File: src/rtl/patch_buffer.sv
// 3x3 sliding-window generator over a raster pixel stream. Two line buffers
// hold the previous rows; a 3x3 register window emits one patch per pixel.
module patch_buffer #(
    parameter int WIDTH = 32,
    parameter int IMG_W = 8,
    parameter int IMG_H = 8,
    parameter int SIZE  = 9
) (
    input  logic                        clk,
    input  logic                        rst,
    input  logic                        clear,
    input  logic                        din_valid,
    input  logic [WIDTH-1:0]            din,
    output logic                        buffer_valid,
    output logic [SIZE-1:0][WIDTH-1:0]  patch,
    output logic                        frame_done
);
    localparam int CW = $clog2(IMG_W);
    localparam int RW = $clog2(IMG_H);

    logic [CW-1:0]            r_col;
    logic [RW-1:0]            r_row;
    logic [WIDTH-1:0]         r_lb0 [IMG_W];
    logic [WIDTH-1:0]         r_lb1 [IMG_W];
    logic [2:0][2:0][WIDTH-1:0] r_win;
    logic                     r_valid;
    logic                     r_fd;

    logic                     w_acc;
    logic                     w_last_col;
    logic                     w_last_row;
    logic [WIDTH-1:0]         w_top;
    logic [WIDTH-1:0]         w_mid;

    assign w_acc      = din_valid & ~clear;
    assign w_last_col = (r_col == CW'(IMG_W - 1));
    assign w_last_row = (r_row == RW'(IMG_H - 1));
    assign w_top      = r_lb1[r_col];
    assign w_mid      = r_lb0[r_col];

    // Line buffers are never reset: every entry is rewritten before it can
    // reach a window that is flagged valid.
    always_ff @(posedge clk) begin
        if (w_acc) begin
            r_lb1[r_col] <= r_lb0[r_col];
            r_lb0[r_col] <= din;
        end
    end

    always_ff @(posedge clk or posedge rst) begin
        if (rst) begin
            r_col   <= '0;
            r_row   <= '0;
            r_valid <= 1'b0;
            r_fd    <= 1'b0;
            r_win   <= '0;
        end else if (clear) begin
            r_col   <= '0;
            r_row   <= '0;
            r_valid <= 1'b0;
            r_fd    <= 1'b0;
        end else if (din_valid) begin
            r_valid <= (r_row >= RW'(2)) && (r_col >= CW'(2));
            r_fd    <= w_last_row && w_last_col;
            for (int i = 0; i < 3; i++) begin
                r_win[i][0] <= r_win[i][1];
                r_win[i][1] <= r_win[i][2];
            end
            r_win[0][2] <= w_top;
            r_win[1][2] <= w_mid;
            r_win[2][2] <= din;
            if (w_last_col) begin
                r_col <= '0;
                r_row <= w_last_row ? '0 : r_row + 1'b1;
            end else begin
                r_col <= r_col + 1'b1;
            end
        end else begin
            r_valid <= 1'b0;
            r_fd    <= 1'b0;
        end
    end

    // Packed [row][col] flattens to row-major order: patch[3*row+col].
    assign patch        = r_win;
    assign buffer_valid = r_valid;
    assign frame_done   = r_fd;
endmodule
File: config.mk
export PLATFORM = sky130hd
export DESIGN_NAME = patch_buffer
export DESIGN_NICKNAME = d
export VERILOG_FILES = /design/src/rtl/patch_buffer.sv
export SDC_FILE = /design/constraint.sdc
export NUM_CORES = 1
export LEC_CHECK = 0
export BUFFER_PORTS_ARGS = -buffer_cell sky130_fd_sc_hd__buf_2
export CAP_MARGIN = 10
export CORE_UTILIZATION = 50
export CTS_BUF_LIST = sky130_fd_sc_hd__clkbuf_4 sky130_fd_sc_hd__clkbuf_8
export DETAILED_ROUTE_END_ITERATION = 7
export PLACE_DENSITY_LB_ADDON = 0.1
export SLEW_MARGIN = 20
export SYNTH_ARGS = -nofsm -noshare
export SYNTH_HDL_FRONTEND = slang
export SYNTH_SLANG_ARGS = --single-unit
File: constraint.sdc
create_clock -name clk -period 10.15 [get_ports clk]
set_clock_uncertainty 0.15 [all_clocks]
set_input_delay 2.03 -clock clk [delete_from_list [all_inputs] [get_ports clk]]
set_output_delay 2.03 -clock clk [all_outputs]
set_load 0.01 [all_outputs]
# Word-level counts from Yosys, hierarchy flattened
# Memory sizes are Yosys's and may differ from the RTL's. A register that Yosys moved wholly into a read port is not among the register bits.
# Index checks and enable logic that the tools add are counted.
totals:
  latchBits: 0
  mem_bits_ro: 0
  output_inout_bits: 290
  memories: 2
  mem_bits_rw: 512
  ff_bits: 264
classes:
  add_sub_neg: 2
  div_mod_pow: 0
  eq_ne: 2
  multipliers: 0
  shift: 0
  bitwise: 2
  reduce_logical: 6
  muxes: 13
  n_lt_le_gt_ge: 2
memory_table:
  columns: ["memory", "depth", "word_bits", "read_ports", "rd_ports_with_merged_regs", "write_ports", "line_no", "rtl"]
  rows:
  - ["r_lb0", 8, 32, 1, 0, 1, "23", "logic [WIDTH-1:0] r_lb0 [IMG_W];"]
  - ["r_lb1", 8, 32, 1, 1, 1, "24", "logic [WIDTH-1:0] r_lb1 [IMG_W];"]
op_table:
  columns: ["operator", "count"]
  rows:
  - ["3-bit 2-to-1 mux", 7]
  - ["3-bit by 1-bit adder with 3-bit output, second input constant", 2]
  - ["3-bit == test, second input constant", 2]
  - ["3-bit by 2-bit >= comparator with 1-bit output, second input constant", 2]
  - ["1-bit 2-to-1 mux", 6]
  - ["2-bit AND reduction", 2]
  - ["2-bit nonzero test", 2]
  - ["1-bit logical AND", 2]
  - ["1-bit bitwise AND", 1]
  - ["1-bit inverter", 1]

# Depth between registers and ports, before layout
depth:
  word_depth: 5
  ltp_mapped: 9
  ltp_nobuf: 6

# Least setup slack after synthesis
# OpenSTA, ideal clock, no wires.
synth_path:
  path_type: "in2reg"
  start: "in clear"
  end: "mem r_lb0[1][0], enable pin"
  stages: 6
  slack_ns: 2.159
  n_path_buf: 3
  required_time_ns: 9.435
  t_arrival_ns: 7.276
  path_cell_list: "buf_2 and2b_1 buf_2 buf_2 nand2_1 nor3_1"
synth_via:
  elab_chain_len: 4
synth_lines:
  columns: ["item", "line_no", "rtl"]
  rows:
  - ["start: declaration", "11", "input logic clear,"]
  - ["1-bit inverter (no source line)", null, null]
  - ["1-bit bitwise AND", "35", "assign w_acc = din_valid & ~clear;"]
  - ["1-bit 2-to-1 mux", "44", "if (w_acc) begin"]
  - ["1-bit 2-to-1 mux (implied by the code)", "46", "r_lb0[r_col] <= din;"]
  - ["end: declaration", "23", null]
# No other way between the ends.

# Worst setup path after layout
layout_path:
  start: "reg r_col[2]"
  end: "mem r_lb0[7][27], enable pin"
layout_rtl:
  columns: ["item", "line_no", "rtl"]
  rows:
  - ["start: declaration", "21", "logic [CW-1:0] r_col;"]
  - ["start signal: assignment", "76", "r_col <= r_col + 1'b1;"]
# No word-level cell before the write port.

==> Flow_metrics.wiki <==
{| class="wikitable"
! Metric !! Value
|-
| Kind of critical path || register to register
|-
| Cell area after technology mapping || around 31000 um^2
|-
| Cell Pwr Density || 214.7 nW/um^2
|-
| Kind of start point of the critical path || register
|-
| Clock transition time at the flip-flop clock pins of the worst setup and hold paths || approximately 60 ps
|-
| Routed via count || 20050
|-
| Net switching power || between 2000 and 2500 uW
|-
| Critical Path Slowest Stage Cell || sky130_fd_sc_hd__dfrtp_4
|-
| Routability-driven placement congestion ratio || around 0.8
|-
| Area Overhead vs Synth || 16.38%
|-
| Clock root buffer || sky130_fd_sc_hd__clkbuf_8
|-
| Required time of the worst setup path || between 10000 and 15000 ps
|-
| Outcome || finished clean
|-
| Period minus WS final || ~4300 ps
|-
| Leading area contributor after synthesis || sky130_fd_sc_hd__edfxtp_1
|-
| Synth Net Count || ~2400
|-
| Sequential fraction of design power || 51.4%
|-
| Synth Area in Compound Gates || around 8%
|-
| GRT Total Usage || approximately a quarter
|-
| Overall routed net length || 80470 um
|-
| CP dominant cell by count || sky130_fd_sc_hd__buf_4
|-
| Post-CTS setup-driven buffer insertion count || 0
|-
| Worst Slack Setup Final || approximately 5900 ps
|-
| Effective utilization at floorplan || a little over 50%
|-
| Synth area leaders || sky130_fd_sc_hd__edfxtp_1 (49%), sky130_fd_sc_hd__dfrtp_1 (24%), sky130_fd_sc_hd__nand2_1 (8.3%)
|-
| Share of synthesized area occupied by flip-flops and latches || roughly three quarters
|-
| Area taken by multi-input logic gates || 7500 um^2
|-
| Vias per cell || 5.566
|-
| Post-CTS sizing || 0
|-
| Antenna violations before repair || 4
|-
| Clock Latency Late Sink || 770 ps
|-
| Proportion of layout cells with a drive suffix above 1 || between 20% and 30%
|-
| Clock tree from TritonCTS || done
|-
| Max-slew violation total from the final report || 0
|-
| Die H || between 200 and 300 um
|-
| Synthesized area per cell || 13.46 um^2
|-
| Via count of the first global-routing pass || between 15000 and 20000
|-
| Die ar. || 63150 um^2
|-
| Io pins || ~330
|-
| Class of the tightest hold or removal check || register to register
|-
| Count of mapped cells out of synthesis || ~2300
|-
| Cell-by-cell trace of the critical path || buf_4 -> nand2_1 -> nor2_4 -> buf_4
|-
| Internal Power || 5718 uW
|-
| Hold-fix buffers at CTS || 0
|-
| Nets@finish || about 2700
|-
| Post-synth EDFFs || slightly above 500
|-
| Area share of the largest cell type after synthesis || 49.48%
|-
| Power share of the clock group || between 30 and 40%
|-
| Number of buffers on the longest clock path || 3
|-
| Worst rel slew slack || 27.92%
|-
| Post-route ant nets || 0
|-
| Per-cell routed wire length || 22.34 um
|-
| Highest fanout seen on the critical path || 64
|-
| Total number of H-tree levels || 4
|-
| Setup repair after global routing missed its margin || false
|-
| Total iterations of the first detailed-routing run || 5
|-
| Fmax || 0.2343 GHz
|-
| Largest net degree at the start of global routing || ~170
|-
| Arr. time, crit path || roughly 4500 ps
|-
| Number of distinct standard cells referenced by the synthesized netlist || 43
|-
| Total of endpoints with negative setup slack in the final report || 0
|-
| Number of buffers created by CTS || 135
|-
| Leakage || approximately 0.015 uW
|-
| Clock tree sinks || a little over 800
|-
| Total grt overflow || 0
|-
| Number of DRC violations after detailed routing || 0
|-
| Switching share of total power || approximately a quarter
|-
| Fraction of synthesized cell area in xor and xnor cells || 0%
|-
| Main flop type after synthesis || sky130_fd_sc_hd__edfxtp_1
|-
| DRT iter0 DRCs || roughly 1800
|-
| Actual slew at the worst max-slew pin || 1081 ps
|-
| First-pass GRT wire length || 121200 um
|-
| Seq. cell area || about 23000 um^2
|-
| Final period util || a little over two fifths
|-
| Half-perimeter wire length of the detailed placement result || about 47000 um
|-
| Post-synthesis adder-cell area fraction || less than 1%
|-
| Endpoint kind of the worst setup timing path || register
|-
| Async SR Flop Fraction || between 30% and 40%
|-
| Final count of hold timing violations || 0
|-
| Share of synthesized cell area in and, or, nand and nor gates || 10.96%
|-
| Post-placement worst setup slack || approximately 5300 ps
|-
| Number of synthesized register bits || roughly 810
|-
| Total of warnings raised by yosys || 0
|-
| Cell Rows || around 90
|-
| IO buf count || around 330
|-
| Mux contribution to synthesized area || 4.880%
|-
| Combinational family with the most area after synthesis || simple AND/OR/NAND/NOR gates
|-
| Summed negative setup slack over all endpoints || 0 ps
|-
| Layout fillers || a little under 5000
|-
| Power share of the combinational group || 11.5%
|-
| Count of maximum capacitance violations || 0
|-
| Delay of the slowest cell on the worst path || just over 800 ps
|-
| Total core area || slightly above 60000 um^2
|-
| Horiz. Die Dim || 251.3 um
|-
| VDD IR-drop max || between 0.1 and 0.15 mV
|}
logic make-up (layout without fill, tap and decap cells):
family	count (synthesis)	in the layout
adders and majority gates	6	6
and+or+nand+nor	852	852
buffers and inverters	181	636
DFF	808	808
other	0	2
AOI/OAI and AO/OA	323	323
muxes	138	138
synth_stat cells, types with 9 or more instances:
cell                       number
sky130_fd_sc_hd__a211oi_1      20
sky130_fd_sc_hd__a21oi_1       52
sky130_fd_sc_hd__a221oi_1      45
sky130_fd_sc_hd__a22o_1        21
sky130_fd_sc_hd__a22oi_1       42
sky130_fd_sc_hd__a31oi_1       13
sky130_fd_sc_hd__buf_2         64
sky130_fd_sc_hd__buf_4          9
sky130_fd_sc_hd__buf_6         10
sky130_fd_sc_hd__clkbuf_1      59
sky130_fd_sc_hd__dfrtp_1      296
sky130_fd_sc_hd__edfxtp_1     512
sky130_fd_sc_hd__inv_1         29
sky130_fd_sc_hd__mux2_1        16
sky130_fd_sc_hd__mux2_2        26
sky130_fd_sc_hd__mux2i_1       87
sky130_fd_sc_hd__nand2_1      690
sky130_fd_sc_hd__nand2b_1      23
sky130_fd_sc_hd__nand3_1       13
sky130_fd_sc_hd__nand3b_1      12
sky130_fd_sc_hd__nor2_1        75
sky130_fd_sc_hd__o211ai_1      12
sky130_fd_sc_hd__o21a_1        16
sky130_fd_sc_hd__o21ai_0       27
sky130_fd_sc_hd__o221ai_1      16
sky130_fd_sc_hd__o32a_1        24
sky130_fd_sc_hd__o32ai_1       26
sky130_fd_sc_hd__or3_1         24
sequential cells by signal (all words and copies together), names as in the netlist:
signal and cells:
buffer_valid 1, frame_done 1, r_col 3, r_lb0 256, r_lb1 256, patch 288, r_row 3
per-stage QoR:
step	instance area, um^2	utilization [%]	hold slack (ps)	std cells	total power [uW]
detailed placement	33400	54.22	307.2	3356	4950
CTS	36130	58.66	320.5	3599	7833
global route	36170	58.71	337.9	3602	8088
finish	36170	58.71	316.7	3602	7764
global placement	33370	54.18	302.5	3355	4924
floorplan	31080	-	364.0	2308	4484
power by group through the flow:
stage | combinational (uW) | clock (uW) | sequential [uW]
floorplan | 402 | 0 | 4080
global placement | 877 | 0 | 4050
detailed placement | 896 | 0 | 4050
CTS | 898 | 2940 | 3990
global route | 984 | 3080 | 4020
finish | 890 | 2880 | 3990
cells in the final DEF, fill, tap and decap left out, types with 26 or more instances in the layout:
master | synthesis | layout
sky130_fd_sc_hd__inv_1 | 29 | 28
sky130_fd_sc_hd__mux2i_1 | 87 | 87
sky130_fd_sc_hd__clkbuf_8 | 0 | 152
sky130_fd_sc_hd__dfrtp_1 | 296 | 293
sky130_fd_sc_hd__edfxtp_1 | 512 | 512
sky130_fd_sc_hd__nand2_1 | 690 | 690
sky130_fd_sc_hd__clkbuf_4 | 0 | 61
sky130_fd_sc_hd__a22oi_1 | 42 | 42
sky130_fd_sc_hd__o32ai_1 | 26 | 26
sky130_fd_sc_hd__nor2_1 | 75 | 72
sky130_fd_sc_hd__a21oi_1 | 52 | 52
sky130_fd_sc_hd__a221oi_1 | 45 | 45
sky130_fd_sc_hd__buf_2 | 64 | 325
sky130_fd_sc_hd__buf_4 | 9 | 34
sky130_fd_sc_hd__o21ai_0 | 27 | 27
sky130_fd_sc_hd__mux2_2 | 26 | 26
area by class of cell:
type                            instances  share of cell area, %
Multi-Input combinational cell       1319                  20.74
Clock inverter                         30                 0.5120
Timing Repair Buffer                  363                  5.445
Tap cell                              837                  2.896
Sequential cell                       808                  63.02
Clock buffer                          213                  7.051
Inverter                               30                 0.3217
Antenna cell                            2                0.01384
worst paths after layout:
path | from | to | slack, ps | depth (start not counted)
min in group asynchronous | rst | patch[93] | 1120 | 2
worst min-delay path | patch[223] | patch[223] | 320 | 2
worst max-delay path | r_col[2] | r_lb0[7][27] | 5880 | 4
worst max register to register | r_col[2] | r_lb0[7][27] | 5880 | 4
max in group asynchronous | rst | patch[136] | 7480 | 3
worst min register to register | patch[223] | patch[223] | 320 | 2
critical path: cells and delay by family (launching register included):
kind,cells,cell delay [ps]
buffers and inverters,2,1580
flip-flops,1,810
AND/OR/NAND/NOR,2,1120
per-layer routing:
metal / track usage, % / share of wire, % / up-vias
met2: 41.14 / 49 / 761
met4: 9.338 / 2.3 / 0
met1: 35.26 / 43 / 10180
met3: 5.094 / 6.4 / 122
met5: 0 / 0 / -
li1: - / - / 8987
No activity file was read; power rests on OpenSTA's default activity.
